==> src/rtl/alu_pkg.sv <==
// Shared opcode values, FSM state encoding and flag bundle for the sequential ALU.
package alu_pkg;

  localparam logic [2:0] OP_ADD = 3'd0;
  localparam logic [2:0] OP_SUB = 3'd1;
  localparam logic [2:0] OP_AND = 3'd2;
  localparam logic [2:0] OP_OR  = 3'd3;
  localparam logic [2:0] OP_XOR = 3'd4;
  localparam logic [2:0] OP_SHL = 3'd5;
  localparam logic [2:0] OP_SHR = 3'd6;
  localparam logic [2:0] OP_CMP = 3'd7;

  typedef enum logic [1:0] {
    IDLE = 2'b00,
    EXEC = 2'b01,
    HOLD = 2'b10
  } state_e;

  typedef struct packed {
    logic cout;
    logic cf;
    logic zf;
    logic sf;
  } flags_t;

endpackage

==> src/rtl/alu_seq_param_push_sync.sv <==
// Push-button conditioner: 2-flop synchroniser plus rising-edge pulse, or a plain
// wire-through when the pushes already arrive as clean single-cycle pulses.
module push_sync #(
  parameter bit SYNC = 1'b1
) (
  input  logic clk,
  input  logic rst_n,
  input  logic push_i,
  output logic pulse_o
);

  generate
    if (SYNC) begin : g_sync
      // [0],[1] synchronise; [2] remembers the previous synchronised level.
      logic [2:0] sh_q;

      always_ff @(posedge clk or negedge rst_n) begin
        if (!rst_n) begin
          sh_q <= '0;
        end else begin
          sh_q <= {sh_q[1:0], push_i};
        end
      end

      assign pulse_o = sh_q[1] & ~sh_q[2];
    end else begin : g_pass
      assign pulse_o = push_i;
    end
  endgenerate

endmodule

==> src/rtl/alu_seq_param.sv <==
// Parametrised sequential ALU: operands/opcode loaded from a shared bus by pushes,
// one operation per start, result held under a valid/ready handshake.
module alu_seq_param
  import alu_pkg::*;
#(
  parameter int unsigned W        = 4,
  parameter bit          SIGN_MAG = 1'b1,
  parameter bit          SYNC     = 1'b1
) (
  input  logic         clk,
  input  logic         rst_n,
  input  logic [W-1:0] no,
  input  logic         push1,
  input  logic         push2,
  input  logic         push3,
  input  logic         start,
  output logic         busy,
  output logic [W-1:0] res,
  output logic         res_valid,
  input  logic         res_ready,
  output logic         cout,
  output logic         cf,
  output logic         zf,
  output logic         sf
);

  localparam int unsigned OPW   = (W < 3) ? W : 3;
  localparam logic [W:0]   ONE_X = (W+1)'(1);
  localparam logic [W-1:0] ONE_W = W'(1);

  logic p1, p2, p3;

  push_sync #(.SYNC(SYNC)) u_sync1 (.clk(clk), .rst_n(rst_n), .push_i(push1), .pulse_o(p1));
  push_sync #(.SYNC(SYNC)) u_sync2 (.clk(clk), .rst_n(rst_n), .push_i(push2), .pulse_o(p2));
  push_sync #(.SYNC(SYNC)) u_sync3 (.clk(clk), .rst_n(rst_n), .push_i(push3), .pulse_o(p3));

  // Loaded registers (free to change at any time) and the snapshot the EXEC cycle uses.
  logic [W-1:0] a_q, a_d, b_q, b_d;
  logic [2:0]   op_q, op_d;
  logic [W-1:0] sa_q, sb_q;
  logic [2:0]   sop_q;

  logic         start_q, start_d;
  state_e       state_q, state_d;
  logic         snap_en, exec_en;

  logic [W-1:0] res_q, alu_res;
  flags_t       flags_q, alu_flags;

  logic [2:0]   no_op;
  logic [W:0]   sum_w, diff_w;

  assign no_op = 3'(no[OPW-1:0]);

  // NOTE: every always_comb output gets a default first so no path can infer a latch.
  always_comb begin
    a_d  = a_q;
    b_d  = b_q;
    op_d = op_q;
    if (p1) begin
      a_d = no;
    end else if (p2) begin
      b_d = no;
    end else if (p3) begin
      op_d = no_op;
    end
  end

  // start is registered before the FSM sees it; only a request made while idle is kept.
  always_comb begin
    state_d = state_q;
    start_d = 1'b0;
    snap_en = 1'b0;
    exec_en = 1'b0;
    unique case (state_q)
      IDLE: begin
        start_d = start;
        if (start_q) begin
          state_d = EXEC;
          snap_en = 1'b1;
        end
      end
      EXEC: begin
        exec_en = 1'b1;
        state_d = HOLD;
      end
      HOLD: begin
        if (res_ready) state_d = IDLE;
      end
      default: state_d = IDLE;
    endcase
  end

  assign sum_w  = {1'b0, sa_q} + {1'b0, sb_q};
  assign diff_w = {1'b0, sa_q} + {1'b0, ~sb_q} + ONE_X;

  always_comb begin
    alu_res   = '0;
    alu_flags = '0;
    unique case (sop_q)
      OP_ADD: begin
        alu_res        = sum_w[W-1:0];
        alu_flags.cout = sum_w[W];
        alu_flags.cf   = (sa_q[W-1] == sb_q[W-1]) && (sum_w[W-1] != sa_q[W-1]);
        alu_flags.sf   = sum_w[W-1];
      end
      OP_SUB, OP_CMP: begin
        alu_flags.cout = diff_w[W];
        alu_flags.cf   = (sa_q[W-1] != sb_q[W-1]) && (diff_w[W-1] != sa_q[W-1]);
        alu_flags.sf   = diff_w[W-1];
        if (sop_q == OP_CMP) begin
          alu_res = sa_q;
        end else if (SIGN_MAG && diff_w[W-1]) begin
          alu_res = ~diff_w[W-1:0] + ONE_W;
        end else begin
          alu_res = diff_w[W-1:0];
        end
      end
      OP_AND: begin
        alu_res      = sa_q & sb_q;
        alu_flags.sf = alu_res[W-1];
      end
      OP_OR: begin
        alu_res      = sa_q | sb_q;
        alu_flags.sf = alu_res[W-1];
      end
      OP_XOR: begin
        alu_res      = sa_q ^ sb_q;
        alu_flags.sf = alu_res[W-1];
      end
      OP_SHL: begin
        alu_res        = {sa_q[W-2:0], 1'b0};
        alu_flags.cout = sa_q[W-1];
        alu_flags.sf   = alu_res[W-1];
      end
      OP_SHR: begin
        alu_res      = {1'b0, sa_q[W-1:1]};
        alu_flags.sf = alu_res[W-1];
      end
      default: alu_res = '0;
    endcase
    // CMP leaves res = A, so its zero flag reports equality of the operands instead.
    alu_flags.zf = (sop_q == OP_CMP) ? (diff_w[W-1:0] == '0) : (alu_res == '0);
  end

  // NOTE: state uses non-blocking assignments so every flop samples pre-edge values.
  always_ff @(posedge clk or negedge rst_n) begin
    if (!rst_n) begin
      a_q     <= '0;
      b_q     <= '0;
      op_q    <= '0;
      sa_q    <= '0;
      sb_q    <= '0;
      sop_q   <= '0;
      start_q <= 1'b0;
      state_q <= IDLE;
      res_q   <= '0;
      flags_q <= '0;
    end else begin
      a_q     <= a_d;
      b_q     <= b_d;
      op_q    <= op_d;
      start_q <= start_d;
      state_q <= state_d;
      if (snap_en) begin
        sa_q  <= a_q;
        sb_q  <= b_q;
        sop_q <= op_q;
      end
      if (exec_en) begin
        res_q   <= alu_res;
        flags_q <= alu_flags;
      end
    end
  end

  assign res       = res_q;
  assign cout      = flags_q.cout;
  assign cf        = flags_q.cf;
  assign zf        = flags_q.zf;
  assign sf        = flags_q.sf;
  assign res_valid = (state_q == HOLD);
  assign busy      = (state_q == EXEC) || (state_q == HOLD);

endmodule
==> config.mk <==
export PLATFORM = sky130hd
export DESIGN_NAME = alu_seq_param
export DESIGN_NICKNAME = d
export VERILOG_FILES = /design/src/rtl/alu_pkg.sv /design/src/rtl/alu_seq_param_push_sync.sv /design/src/rtl/alu_seq_param.sv
export SDC_FILE = /design/constraint.sdc
export NUM_CORES = 1
export LEC_CHECK = 0
export CORE_MARGIN = 2
export CORE_UTILIZATION = 40
export CTS_CLUSTER_DIAMETER = 100
export DETAILED_ROUTE_END_ITERATION = 10
export DONT_BUFFER_PORTS = 1
export GPL_TIMING_DRIVEN = 0
export RECOVER_POWER = 25
export SKIP_LAST_GASP = 1
export SYNTH_ARGS = -nofsm -noshare
export SYNTH_HDL_FRONTEND = slang
export SYNTH_SLANG_ARGS = --single-unit
==> constraint.sdc <==
create_clock -name clk -period 3.29 [get_ports clk]
set_clock_uncertainty 0.1 [all_clocks]
set_input_delay 0.658 -clock clk [delete_from_list [all_inputs] [get_ports clk]]
set_output_delay 0.658 -clock clk [all_outputs]
set_load 0.01 [all_outputs]
==> run summary, run 1 <==
STATUS
---------------------------------------------------------------------------------
Run status                                                           complete, but fails checks
Violated checks                                                      max-capacitance violations, max-slew violations

STA
---------------------------------------------------------------------------------
Maximum frequency from static timing analysis                           328.4 MHz
Headroom to the max-slew limit                                            -44.34%
Transition at the pin with the smallest max-transition slack             2.165 ns
Number of failing hold endpoints at the final stage                             0
RSZ-0062 raised after global routing                                        false
Final sum of negative setup slack                                            0 ns
Setup violators final                                                           0
Post-layout minimum cycle time                                           3.045 ns
Count of pins over their slew limit                                            43
Period utilization                                                         92.56%
PnR worst setup slack                                                   0.2448 ns

CLOCK TREE
---------------------------------------------------------------------------------
CTS Buf Count                                                                   5
Clock H-tree levels                                                             2
TritonCTS sink count                                                           42
CTS tree                                                                     done
Clock slew seen by the registers of the worst setup and hold paths        0.08 ns
Buffer depth of the longest clock path                                          2
Root cell of the clock tree                                          sky130_fd_sc_hd__clkbuf_8
Insertion delay to the later sink of the worst-skew pair                  0.29 ns

GLOBAL ROUTING
---------------------------------------------------------------------------------
Global routing usage summed across all routing layers                      15.67%
Remaining global-route overflow                                                 0
Largest net degree at the start of global routing                              43
Number of antenna violations at the first check in global routing               0
Via count of the first global-routing pass                                   1656
Wire length of the first global-routing pass                             7.852 mm

ROUTING
---------------------------------------------------------------------------------
WL per Instance                                                          14.95 um
Detailed Route WL                                                        4.619 mm
Detailed-route vias per instance                                            5.337
Post-route antenna net violation count                                          0
Number of detailed-routing iterations run before antenna repair                 4
Number of vias after detailed routing                                        1649
Starting DRC count in detailed routing                                        127
DRC Markers                                                                     0

SYNTH
---------------------------------------------------------------------------------
Gate count after technology mapping                                           225
Average size of a mapped cell                                          10.64 um^2
Count of different cell masters after synthesis                                46
Post-synth net total                                                          256
Register area share after synthesis                                        43.89%
Post-synthesis sequential element count                                        42
Total number of yosys warnings                                                  0
Post-Synthesis Cell Area                                                2395 um^2
Most instantiated flip-flop cell in the synthesis netlist            sky130_fd_sc_hd__dfrtp_1
Number of flops mapped to enable cells by yosys                                 0
Async set-reset flop share out of synthesis                                100.0%

FLOORPLAN
---------------------------------------------------------------------------------
FP Rows                                                                        28
Die X-Extent                                                             81.38 um
Number of top-level pins                                                       21
Core ar.                                                                5851 um^2
Die height                                                               81.38 um
Starting Density                                                           40.93%
Total Die Area                                                          6622 um^2

FINAL LAYOUT
---------------------------------------------------------------------------------
Number of standard cells in the final layout excluding fillers                309
Most used cells in the layout excluding fill and tap cells           42 x sky130_fd_sc_hd__dfrtp_1, 27 x sky130_fd_sc_hd__mux2_2, 23 x sky130_fd_sc_hd__inv_1, 18 x sky130_fd_sc_hd__ha_1, 14 x sky130_fd_sc_hd__a21oi_1
Number of antenna repair diodes                                                 0
Growth of design area from synthesis to finish                             9.822%
Share of cells above drive strength 1                                      17.95%
Final net count                                                               264
Most common library cell in the layout ignoring fill and taps        sky130_fd_sc_hd__dfrtp_1

CRITICAL PATH
---------------------------------------------------------------------------------
Worst R2R End                                                        zf$_DFFE_PN0N_
Worst Reg2Reg Path Length in Cells                                             12
Critical Path Sink Type                                                 flip-flop
Slack of the worst reg-to-reg path                                        0.24 ns
Worst EP arrival                                                          3.16 ns
WS Path Type                                                         flip-flop to flip-flop
Worst Setup EP                                                       zf$_DFFE_PN0N_
Kind of start point of the critical path                                flip-flop
Start point of the critical path                                     sa_q[0]$_DFFE_PN0P_
Reg2reg start                                                        sa_q[0]$_DFFE_PN0P_
Critical Path Fanout Max                                                        6
Data required time at the worst endpoint                                  3.41 ns

FLOW RUN
---------------------------------------------------------------------------------
Max-cap violations                                                              1

POWER AND IR DROP
---------------------------------------------------------------------------------
Power Total                                                              3.061 mW
Pwr per Cell Area                                                    1164 nW/um^2
Leakage component of the power                                           1.155 nW
Worst supply voltage drop on vdd                                         406.4 uV

WORST HOLD PATH
---------------------------------------------------------------------------------
Path type of the worst min-delay path                                flip-flop to flip-flop

PLACEMENT
---------------------------------------------------------------------------------
Routability-driven placement congestion ratio                              0.9221
Number of I/O port buffers                                                      0
Placed wire-length estimate after detailed placement                     3.556 mm
Worst slack, placed                                                     0.2940 ns
Number of placed cells counting well taps                                     300

==> Yosys cell counts (all sizes together) (3+ instances only) <==
cell / instances / area, um^2
o22ai: 3 / 18.77
nand2: 10 / 37.54
dfrtp: 42 / 1051
inv: 23 / 86.33
clkbuf: 4 / 15.01
xnor2: 4 / 35.03
mux2: 27 / 304.0
ha: 18 / 225.2
a21oi: 14 / 70.07
nand2b: 5 / 31.28
nor2b: 5 / 31.28
a22oi: 3 / 22.52
o21ai: 9 / 45.04
nand3: 3 / 15.01
nor3: 4 / 20.02
buf: 5 / 27.53
nor2: 10 / 37.54
==> area by class of cell <==
cell class	count	area (um^2)
fillers	532	3221
multi-input cells	151	1215
flip-flops and latches	42	1051
well taps	75	93.84
inverters	23	86.33
clock buffers	5	68.82
clock inverters	3	68.82
plain buffers	9	42.54
repair buffers	1	3.754
==> metal layers <==
layer  part of all wire (%)  up-vias  GRT usage, %
met4                    1.1        0         5.763
met5                      0        -             0
li1                       -      809             -
met1                     46      810         20.23
met2                     49       26         25.90
met3                    4.2        4         3.222
==> what timing repair did <==
item                      CTS  global route
hold endpoints to repair   42             0
gates resized for setup     0             0
hold buffers                1             0
buffers inserted            0             0
==> per-stage QoR <==
step                area (um^2)  hold WS (ns)  util [%]
finish                     2630        0.2552     44.95
global route               2630        0.2627     44.95
CTS                        2646        0.1064     45.23
detailed placement         2489        0.2363     42.54
global placement           2489        0.2355     42.54
floorplan                  2395        0.2312         -
==> worst min-delay path by stage <==
stage,slack (ns),depth (start not counted),to,from
2_1_floorplan,0.23,0,u_sync1.g_sync.sh_q[1]$_DFF_PN0_,u_sync1.g_sync.sh_q[0]$_DFF_PN0_
3_3_place_gp,0.24,0,u_sync3.g_sync.sh_q[1]$_DFF_PN0_,u_sync3.g_sync.sh_q[0]$_DFF_PN0_
3_5_place_dp,0.24,0,u_sync2.g_sync.sh_q[1]$_DFF_PN0_,u_sync2.g_sync.sh_q[0]$_DFF_PN0_
4_1_cts,0.11,1,state_q[1]$_DFFE_PN0P_,rst_n
5_1_grt,0.26,0,u_sync3.g_sync.sh_q[1]$_DFF_PN0_,u_sync3.g_sync.sh_q[0]$_DFF_PN0_
6_report,0.26,0,u_sync3.g_sync.sh_q[1]$_DFF_PN0_,u_sync3.g_sync.sh_q[0]$_DFF_PN0_
==> cell families (layout without fill, tap and decap cells) <==
group,Yosys count,count (layout),synth area share [%]
compound gates,44,44,11.65
mux,30,30,14.47
xor+xnor,4,4,1.463
flops,42,42,43.89
fa+ha+maj,20,20,11.08
simple gates,53,53,12.07
buf+inv,32,41,5.381
==> registers in the layout, indices dropped and copies added (netlist names) <==
| name | cells |
|---|---|
| u_sync2.g_sync.sh_q | 3 |
| zf | 1 |
| sf | 1 |
| cf | 1 |
| u_sync1.g_sync.sh_q | 3 |
| u_sync3.g_sync.sh_q | 3 |
| state_q | 2 |
| sop_q | 3 |
| op_q | 3 |
| sb_q | 4 |
| start_q | 1 |
| sa_q | 4 |
| a_q | 4 |
| res | 4 |
| cout | 1 |
| b_q | 4 |
==> power by group <==
group          switching, mW  total [mW]  internal [mW]
Clock                  0.177       0.481          0.304
Sequential             0.160       0.843          0.683
Combinational          0.977        1.74          0.760
==> critical path, stage by stage (launching register included) <==
cell	delay (ns)
sky130_fd_sc_hd__dfrtp_1	0.44
sky130_fd_sc_hd__inv_1	0.10
sky130_fd_sc_hd__ha_1	0.24
sky130_fd_sc_hd__inv_1	0.08
sky130_fd_sc_hd__fa_1	0.52
sky130_fd_sc_hd__inv_1	0.06
sky130_fd_sc_hd__ha_1	0.24
sky130_fd_sc_hd__nor3b_1	0.20
sky130_fd_sc_hd__mux2i_1	0.10
sky130_fd_sc_hd__nand4_1	0.09
sky130_fd_sc_hd__a311oi_1	0.14
sky130_fd_sc_hd__or4_1	0.54
sky130_fd_sc_hd__o21ai_1	0.13
(Power assumes the default switching activity.)
==> run 2, diff against run 1 <==
Settings changed: CTS_BUF_LIST set to sky130_fd_sc_hd__clkbuf_4 sky130_fd_sc_hd__clkbuf_8, MAX_ROUTING_LAYER set to met4, SYNTH_HIERARCHICAL set to 1.
==> run 2 against run 1 <==
Effect of this change:
- combinational power grew 4%
- design area grew 2.5%
- critical path depth shrank 1
- core utilization grew 0.055 points
- the run still ends with max-capacitance violations, max-slew violations left
- non-clock buffer count grew 2
- register-to-register slack gained 0.10 ns
- die area grew 4.5%
- synthesized cell count grew 3.6%
- maximum frequency grew 3.5%
==> run summary, run 2 <==
CLOCK TREE
---------------------------------------------------------------------------------
Insertion delay to the later sink of the worst-skew pair                  0.30 ns   about the same
Buffer depth of the longest clock path                                          2   unchanged
Root cell of the clock tree                                          sky130_fd_sc_hd__clkbuf_8
TritonCTS sink count                                                           42   unchanged
CTS Buf Count                                                                   5   unchanged
CTS tree                                                                     done
Clock H-tree levels                                                             2   unchanged
Number of gates resized after CTS                                               0   unchanged
Clock slew seen by the registers of the worst setup and hold paths        0.08 ns   about the same

SYNTH
---------------------------------------------------------------------------------
Complex-gate fraction of the synthesized area                              15.11%   +3.5 points
Post-Synthesis Cell Area                                                2509 um^2   +4.8%
Area share of xor/xnor cells in the synthesized design                     1.047%   -0.42 points
Post-synthesis mux area share                                              12.12%   -2.4 points
Fraction of post-synthesis cell area in the top cell type by area          41.90%   -2.0 points
Count of different cell masters after synthesis                                57   +24%
Number of flops mapped to enable cells by yosys                                 0   unchanged
Cell types with the highest counts after synthesis                   42 x sky130_fd_sc_hd__dfrtp_1, 26 x sky130_fd_sc_hd__mux2_2, 21 x sky130_fd_sc_hd__inv_1, 18 x sky130_fd_sc_hd__ha_1, 13 x sky130_fd_sc_hd__nand2b_1
Async set-reset flop share out of synthesis                                100.0%   unchanged
Gate count after technology mapping                                           233   +3.6%
Simple-Gate Fraction of Synth Area                                         14.01%   +1.9 points
Average size of a mapped cell                                          10.77 um^2   +1.2%
Most instantiated flip-flop cell in the synthesis netlist            sky130_fd_sc_hd__dfrtp_1
Top-count cell post-synth                                            sky130_fd_sc_hd__dfrtp_1
Post-synth net total                                                          264   +3.1%
Main combinational cell family by area after synthesis               compound AO/OA/AOI/OAI gates
Adder-cell area share of the yosys netlist                                 10.57%   -0.50 points
Post-synthesis sequential element count                                        42   unchanged
Total number of yosys warnings                                                  6   +6
Register area share after synthesis                                        41.90%   -2.0 points
Main area contributors after synthesis                               sky130_fd_sc_hd__dfrtp_1 42%, sky130_fd_sc_hd__mux2_2 12%, sky130_fd_sc_hd__ha_1 9.0%, sky130_fd_sc_hd__nand2b_1 3.2%, sky130_fd_sc_hd__inv_1 3.1%
Cell type with the highest aggregate area in the netlist             sky130_fd_sc_hd__dfrtp_1

STA
---------------------------------------------------------------------------------
Maximum frequency from static timing analysis                           340.0 MHz   +3.5%
Number of failing hold endpoints at the final stage                             0   unchanged
RSZ-0062 raised after global routing                                        false
Headroom to the max-slew limit                                            -44.30%   +0.050 points
Count of pins over their slew limit                                            43   unchanged
Transition at the pin with the smallest max-transition slack             2.164 ns   -0.0007443 ns
Setup violators final                                                           0   unchanged
Post-layout minimum cycle time                                           2.941 ns   -0.1042 ns
Period utilization                                                         89.39%   -3.2 points
Final sum of negative setup slack                                            0 ns   unchanged

POWER AND IR DROP
---------------------------------------------------------------------------------
Part of the total power dissipated in combinational logic                   60.4%   +3.6 points
Switch Pwr                                                               1.386 mW   +5.5%
Net switching share of the total power                                     46.17%   +3.2 points
Worst supply voltage drop on vdd                                         483.7 uV   +19%
Relative contribution of sequential cells to total power                    28.5%   +1.0 points
Clock share of power                                                        11.0%   -4.7 points
Leakage component of the power                                           1.161 nW   +0.52%
Internal Dissipation                                                     1.616 mW   -7.5%
Pwr per Cell Area                                                    1113 nW/um^2   -4.3%
Power Total                                                              3.002 mW   -1.9%

FINAL LAYOUT
---------------------------------------------------------------------------------
Number of antenna repair diodes                                                 0   unchanged
Most used cells in the layout excluding fill and tap cells           42 x sky130_fd_sc_hd__dfrtp_1, 26 x sky130_fd_sc_hd__mux2_2, 21 x sky130_fd_sc_hd__inv_1, 18 x sky130_fd_sc_hd__ha_1, 13 x sky130_fd_sc_hd__nand2b_1
Final net count                                                               272   +3.0%
Share of cells above drive strength 1                                      19.42%   +1.5 points
Most common library cell in the layout ignoring fill and taps        sky130_fd_sc_hd__dfrtp_1
Fill cells                                                                    567   +6.6%
Combined flip-flop and latch cell area                                  1051 um^2   unchanged
Multi-input gate area in the final layout                               1326 um^2   +9.2%
Growth of design area from synthesis to finish                             7.481%

STATUS
---------------------------------------------------------------------------------
Violated checks                                                      max-capacitance violations, max-slew violations
Run status                                                           complete, but fails checks

GLOBAL ROUTING
---------------------------------------------------------------------------------
Global routing usage summed across all routing layers                      16.22%   +0.55 points
Via count of the first global-routing pass                                   1815   +9.6%
Number of antenna violations at the first check in global routing               0   unchanged
Largest net degree at the start of global routing                              43   unchanged
Wire length of the first global-routing pass                             8.811 mm   +12%
Remaining global-route overflow                                                 0   unchanged

ROUTING
---------------------------------------------------------------------------------
WL per Instance                                                          15.90 um   +6.4%
Number of detailed-routing iterations run before antenna repair                 5   +1
Number of vias after detailed routing                                        1746   +5.9%
Met3 WL                                                                    261 um   +34%
Highest metal used                                                           met4
Detailed-route vias per instance                                            5.508   +3.2%
Post-route antenna net violation count                                          0   unchanged
DRC Markers                                                                     0   unchanged
WL met2                                                                  2.273 mm   +0.58%
Starting DRC count in detailed routing                                        120   -5.5%
M1 WL                                                                    2.392 mm   +13%
Detailed Route WL                                                        5.040 mm   +9.1%

FLOORPLAN
---------------------------------------------------------------------------------
Number of top-level pins                                                       21   unchanged
Die height                                                               83.20 um   +2.2%
Total Die Area                                                          6921 um^2   +4.5%
FP Rows                                                                        28   unchanged
Core ar.                                                                5991 um^2   +2.4%
Die X-Extent                                                             83.20 um   +2.2%
Starting Density                                                           41.88%   +0.94 points

CRITICAL PATH
---------------------------------------------------------------------------------
Kind of start point of the critical path                                flip-flop
Number of gates on the worst path with buffers counted                         11   -1
Cell with the most instances on the worst path                       sky130_fd_sc_hd__inv_1
Critical Path Sink Type                                                 flip-flop
Worst Reg2Reg Path Length in Cells                                             11   -1
Delay-heaviest family, CP                                             adder cells
Crit path max-delay cell type                                        sky130_fd_sc_hd__fa_1
Worst R2R End                                                        res[2]$_DFFE_PN0N_
Max stage delay on crit path                                              0.54 ns   about the same
Worst Setup EP                                                       res[2]$_DFFE_PN0N_
Data required time at the worst endpoint                                  3.38 ns   -0.03 ns
Start point of the critical path                                     sa_q[0]$_DFFE_PN0P_
Slack of the worst reg-to-reg path                                        0.35 ns   +0.10 ns
Critical Path Fanout Max                                                        5   -1
Sequence of cells on the critical path                               inv_1, ha_1, inv_1, fa_1, inv_1, ha_1, or3_1, o221a_1, o221ai_1, o311ai_1, mux2_2
Worst EP arrival                                                          3.03 ns   -0.13 ns
WS Path Type                                                         flip-flop to flip-flop
Buffers & Inverters on Critical Path                                            3   unchanged
Reg2reg start                                                        sa_q[0]$_DFFE_PN0P_

FLOW RUN
---------------------------------------------------------------------------------
Max-cap violations                                                              1   unchanged

WORST HOLD PATH
---------------------------------------------------------------------------------
Path type of the worst min-delay path                                flip-flop to flip-flop

PLACEMENT
---------------------------------------------------------------------------------
Routability-driven placement congestion ratio                              0.9012   -2.3%
Number of I/O port buffers                                                      0   unchanged
Placed wire-length estimate after detailed placement                     3.835 mm   +7.8%

run 2: how the worst min path moves through the flow:
| stage | cells past startpoint | start | endpoint | slack (ns) |
|---|---|---|---|---|
| 4_1_cts | 1 | rst_n | u_sync3/g_sync.sh_q[2]$_DFF_PN0_ | 0.09 |
| 3_5_place_dp | 0 | u_sync2/g_sync.sh_q[0]$_DFF_PN0_ | u_sync2/g_sync.sh_q[1]$_DFF_PN0_ | 0.24 |
| 2_1_floorplan | 0 | u_sync1/g_sync.sh_q[0]$_DFF_PN0_ | u_sync1/g_sync.sh_q[1]$_DFF_PN0_ | 0.23 |
| 5_1_grt | 0 | u_sync3/g_sync.sh_q[0]$_DFF_PN0_ | u_sync3/g_sync.sh_q[1]$_DFF_PN0_ | 0.26 |
| 3_3_place_gp | 0 | u_sync2/g_sync.sh_q[0]$_DFF_PN0_ | u_sync2/g_sync.sh_q[1]$_DFF_PN0_ | 0.23 |
| 6_report | 0 | u_sync3/g_sync.sh_q[0]$_DFF_PN0_ | u_sync3/g_sync.sh_q[1]$_DFF_PN0_ | 0.25 |
run 2: power groups by stage:
stage	Sequential [mW]	Combinational [mW]	Clock, mW
2_1_floorplan	0.817	1.44	0
5_1_grt	0.887	2.04	0.366
6_report	0.857	1.81	0.331
4_1_cts	0.861	1.82	0.343
3_5_place_dp	0.873	1.79	0
3_3_place_gp	0.866	1.78	0
run 2: cell families (layout without fill, tap and decap cells):
family | count (synthesis) | in the layout
AOI/OAI and AO/OA | 52 | 52
xor gates and xnor gates | 3 | 3
adders and majority gates | 20 | 20
buffers and inverters | 32 | 41
DFF | 42 | 42
muxes | 27 | 27
and+or+nand+nor | 57 | 57
run 2: layer usage:
metal / track usage, % / vias up
met4: 5.961 / 0
met1: 21.36 / 838
met5: - / -
li1: - / 848
met3: 3.479 / 14
met2: 24.71 / 46
run 2: final cells by class:
class                   instances  area share [%]
repair buffers                  1          0.1392
clock inverters                 3          0.7889
plain buffers                  11           1.949
inverters                      21           2.923
multi-input cells             159           49.19
clock buffers                   5           2.552
well taps                      75           3.480
flip-flops and latches         42           38.98
run 2: metrics by stage:
stage                     utilization, %  worst slack, ns  area, um^2  hold WS (ns)  cells
final                              45.01           0.3490        2696        0.2517    317
after global routing               45.01          0.06895        2696        0.2577    317
after detailed placement           43.44           0.3195        2603        0.2395    308
after global placement             43.44           0.3423        2603        0.2347    308
after floorplan                        -           0.5577        2509        0.2312    233
after CTS                          45.28           0.2988        2713       0.09264    317
run 2: what timing repair did:
item | 4_1_cts | 5_1_grt
setup endpoints to repair | 0 | 0
hold buffers | 1 | 0
setup buffers | 0 | 0
endpoints found under the hold margin | 42 | 0
run 2: worst register-to-register path: stages (launching register included):
cell,delay [ns]
sky130_fd_sc_hd__dfrtp_1,0.42
sky130_fd_sc_hd__inv_1,0.09
sky130_fd_sc_hd__ha_1,0.20
sky130_fd_sc_hd__inv_1,0.07
sky130_fd_sc_hd__fa_1,0.54
sky130_fd_sc_hd__inv_1,0.06
sky130_fd_sc_hd__ha_1,0.21
sky130_fd_sc_hd__or3_1,0.31
sky130_fd_sc_hd__o221a_1,0.22
sky130_fd_sc_hd__o221ai_1,0.18
sky130_fd_sc_hd__o311ai_1,0.15
sky130_fd_sc_hd__mux2_2,0.29
==> run 3, diff against run 2 <==
Settings changed: SKIP_CTS_REPAIR_TIMING set to 1.
Clock period 3.29 ns to 3.5 ns, I/O delays scaled along.
==> run 3 against run 2 <==
Effect of this change:
- the run still ends with max-capacitance violations, max-slew violations left
- global-route usage shrank 0.087 points
- clock-buffer cell count unchanged
- final cell count is the same
- sequential cell count did not move
- core utilization unchanged
- register-to-register slack better by 0.22 ns
- total power decreased by 6.1%
==> run summary, run 3 (synthesis results as in run 2) <==
PLACEMENT
---------------------------------------------------------------------------------
Placed Area                                                             2603 um^2   unchanged
Worst slack, placed                                                     0.5295 ns   +0.2100 ns
Routability-driven placement congestion ratio                              0.9012   unchanged
Placed wire-length estimate after detailed placement                     3.835 mm   unchanged
Number of placed cells counting well taps                                     308   unchanged
Number of I/O port buffers                                                      0   unchanged

STA
---------------------------------------------------------------------------------
Number of failing hold endpoints at the final stage                             0   unchanged
Maximum frequency from static timing analysis                           340.8 MHz   +0.22%
Period utilization                                                         83.85%   -5.5 points
Post-layout minimum cycle time                                           2.935 ns   -0.006458 ns
Setup violators final                                                           0   unchanged
PnR worst setup slack                                                   0.5654 ns   +0.2165 ns
Post-Route Hold Slack                                                   0.2523 ns   +0.0005990 ns
Headroom to the max-slew limit                                            -43.47%   +0.82 points
Transition at the pin with the smallest max-transition slack             2.152 ns   -0.01233 ns
Final sum of negative setup slack                                            0 ns   unchanged
RSZ-0062 raised after global routing                                        false
Count of pins over their slew limit                                            43   unchanged

FINAL LAYOUT
---------------------------------------------------------------------------------
Share of cells above drive strength 1                                      19.42%   unchanged
Most used cells in the layout excluding fill and tap cells           42 x sky130_fd_sc_hd__dfrtp_1, 26 x sky130_fd_sc_hd__mux2_2, 21 x sky130_fd_sc_hd__inv_1, 18 x sky130_fd_sc_hd__ha_1, 13 x sky130_fd_sc_hd__nand2b_1
Final net count                                                               272   unchanged
Number of antenna repair diodes                                                 0   unchanged
Post-route core utilization                                                45.01%   unchanged
Combined flip-flop and latch cell area                                  1051 um^2   unchanged
Most common library cell in the layout ignoring fill and taps        sky130_fd_sc_hd__dfrtp_1
Multi-input gate area in the final layout                               1326 um^2   unchanged
Growth of design area from synthesis to finish                             7.481%   unchanged
Fill cells                                                                    568   +0.18%
Final Instance Area                                                     2696 um^2   unchanged
Number of standard cells in the final layout excluding fillers                317   unchanged

ROUTING
---------------------------------------------------------------------------------
Detailed Route WL                                                        5.024 mm   -0.32%
DRC Markers                                                                     0   unchanged
Number of vias after detailed routing                                        1742   -0.23%
Post-route antenna net violation count                                          0   unchanged
Number of detailed-routing iterations run before antenna repair                 4   -1
WL per Instance                                                          15.85 um   -0.32%
Starting DRC count in detailed routing                                         80   -33%
Detailed-route vias per instance                                            5.495   -0.23%

POWER AND IR DROP
---------------------------------------------------------------------------------
Leakage component of the power                                           1.161 nW   unchanged
Power Total                                                              2.818 mW   -6.1%
Pwr per Cell Area                                                    1045 nW/um^2   -6.1%
Worst supply voltage drop on vdd                                         455.5 uV   -5.8%

CRITICAL PATH
---------------------------------------------------------------------------------
WS Path Type                                                         flip-flop to flip-flop
Worst EP arrival                                                          3.02 ns   about the same
Worst Reg2Reg Path Length in Cells                                             11   unchanged
Start point of the critical path                                     sa_q[0]$_DFFE_PN0P_
Critical Path Fanout Max                                                        5   unchanged
Worst Setup EP                                                       res[2]$_DFFE_PN0N_
Slack of the worst reg-to-reg path                                        0.57 ns   +0.22 ns
Data required time at the worst endpoint                                  3.59 ns   +0.21 ns
Worst R2R End                                                        res[2]$_DFFE_PN0N_
Critical Path Sink Type                                                 flip-flop
Kind of start point of the critical path                                flip-flop
Reg2reg start                                                        sa_q[0]$_DFFE_PN0P_

CLOCK TREE
---------------------------------------------------------------------------------
Insertion delay to the later sink of the worst-skew pair                  0.30 ns   about the same
TritonCTS sink count                                                           42   unchanged
Root cell of the clock tree                                          sky130_fd_sc_hd__clkbuf_8
Buffer depth of the longest clock path                                          2   unchanged
CTS tree                                                                     done
Clock H-tree levels                                                             2   unchanged
Clock slew seen by the registers of the worst setup and hold paths        0.08 ns   about the same
CTS Buf Count                                                                   5   unchanged

FLOORPLAN
---------------------------------------------------------------------------------
FP Rows                                                                        28   unchanged
Die height                                                               83.20 um   unchanged
Number of top-level pins                                                       21   unchanged
Total Die Area                                                          6921 um^2   unchanged
Core ar.                                                                5991 um^2   unchanged
Starting Density                                                           41.88%   unchanged
Die X-Extent                                                             83.20 um   unchanged

GLOBAL ROUTING
---------------------------------------------------------------------------------
Number of antenna violations at the first check in global routing               0   unchanged
Wire length of the first global-routing pass                             8.769 mm   -0.48%
Remaining global-route overflow                                                 0   unchanged
Global routing usage summed across all routing layers                      16.13%   -0.087 points
Via count of the first global-routing pass                                   1809   -0.33%
Largest net degree at the start of global routing                              43   unchanged

WORST HOLD PATH
---------------------------------------------------------------------------------
Path type of the worst min-delay path                                flip-flop to flip-flop

STATUS
---------------------------------------------------------------------------------
Run status                                                           complete, but fails checks
Violated checks                                                      max-capacitance violations, max-slew violations

FLOW RUN
---------------------------------------------------------------------------------
Max-cap violations                                                              1   unchanged

[run 3: worst min-delay path by stage]
stage	start	to	depth (start not counted)
after floorplan	u_sync1/g_sync.sh_q[0]$_DFF_PN0_	u_sync1/g_sync.sh_q[1]$_DFF_PN0_	0
after global placement	u_sync2/g_sync.sh_q[0]$_DFF_PN0_	u_sync2/g_sync.sh_q[1]$_DFF_PN0_	0
after detailed placement	u_sync2/g_sync.sh_q[0]$_DFF_PN0_	u_sync2/g_sync.sh_q[1]$_DFF_PN0_	0
after CTS	rst_n	u_sync3/g_sync.sh_q[2]$_DFF_PN0_	0
after global routing	u_sync3/g_sync.sh_q[0]$_DFF_PN0_	u_sync3/g_sync.sh_q[1]$_DFF_PN0_	0
final	u_sync3/g_sync.sh_q[0]$_DFF_PN0_	u_sync3/g_sync.sh_q[1]$_DFF_PN0_	0
[run 3: final cells by class]
| class | instances | area share [%] |
|---|---|---|
| sequential | 42 | 38.98 |
| inverter | 21 | 2.923 |
| tap | 75 | 3.480 |
| buffer | 11 | 1.949 |
| clock inverter | 3 | 0.7889 |
| multi-input combinational | 159 | 49.19 |
| clock buffer | 5 | 2.552 |
| timing repair buffer | 1 | 0.1392 |
[run 3: per-layer routing]
metal / routed length, um / up-vias / GRT usage, %
met2: 2279 / 41 / 24.71
li1: - / 846 / -
met4: 94 / 0 / 5.961
met3: 284 / 12 / 3.479
met5: 0 / - / -
met1: 2365 / 843 / 21.10
[run 3: worst max-delay path, cell delays in order (launching register included)]
cell	delay [ns]
sky130_fd_sc_hd__dfrtp_1	0.42
sky130_fd_sc_hd__inv_1	0.09
sky130_fd_sc_hd__ha_1	0.20
sky130_fd_sc_hd__inv_1	0.07
sky130_fd_sc_hd__fa_1	0.54
sky130_fd_sc_hd__inv_1	0.06
sky130_fd_sc_hd__ha_1	0.21
sky130_fd_sc_hd__or3_1	0.31
sky130_fd_sc_hd__o221a_1	0.21
sky130_fd_sc_hd__o221ai_1	0.18
sky130_fd_sc_hd__o311ai_1	0.14
sky130_fd_sc_hd__mux2_2	0.29
[run 3: where the power goes]
group | internal [mW] | switching, mW
Sequential | 0.641 | 0.165
Combinational | 0.739 | 0.963
Clock | 0.140 | 0.170
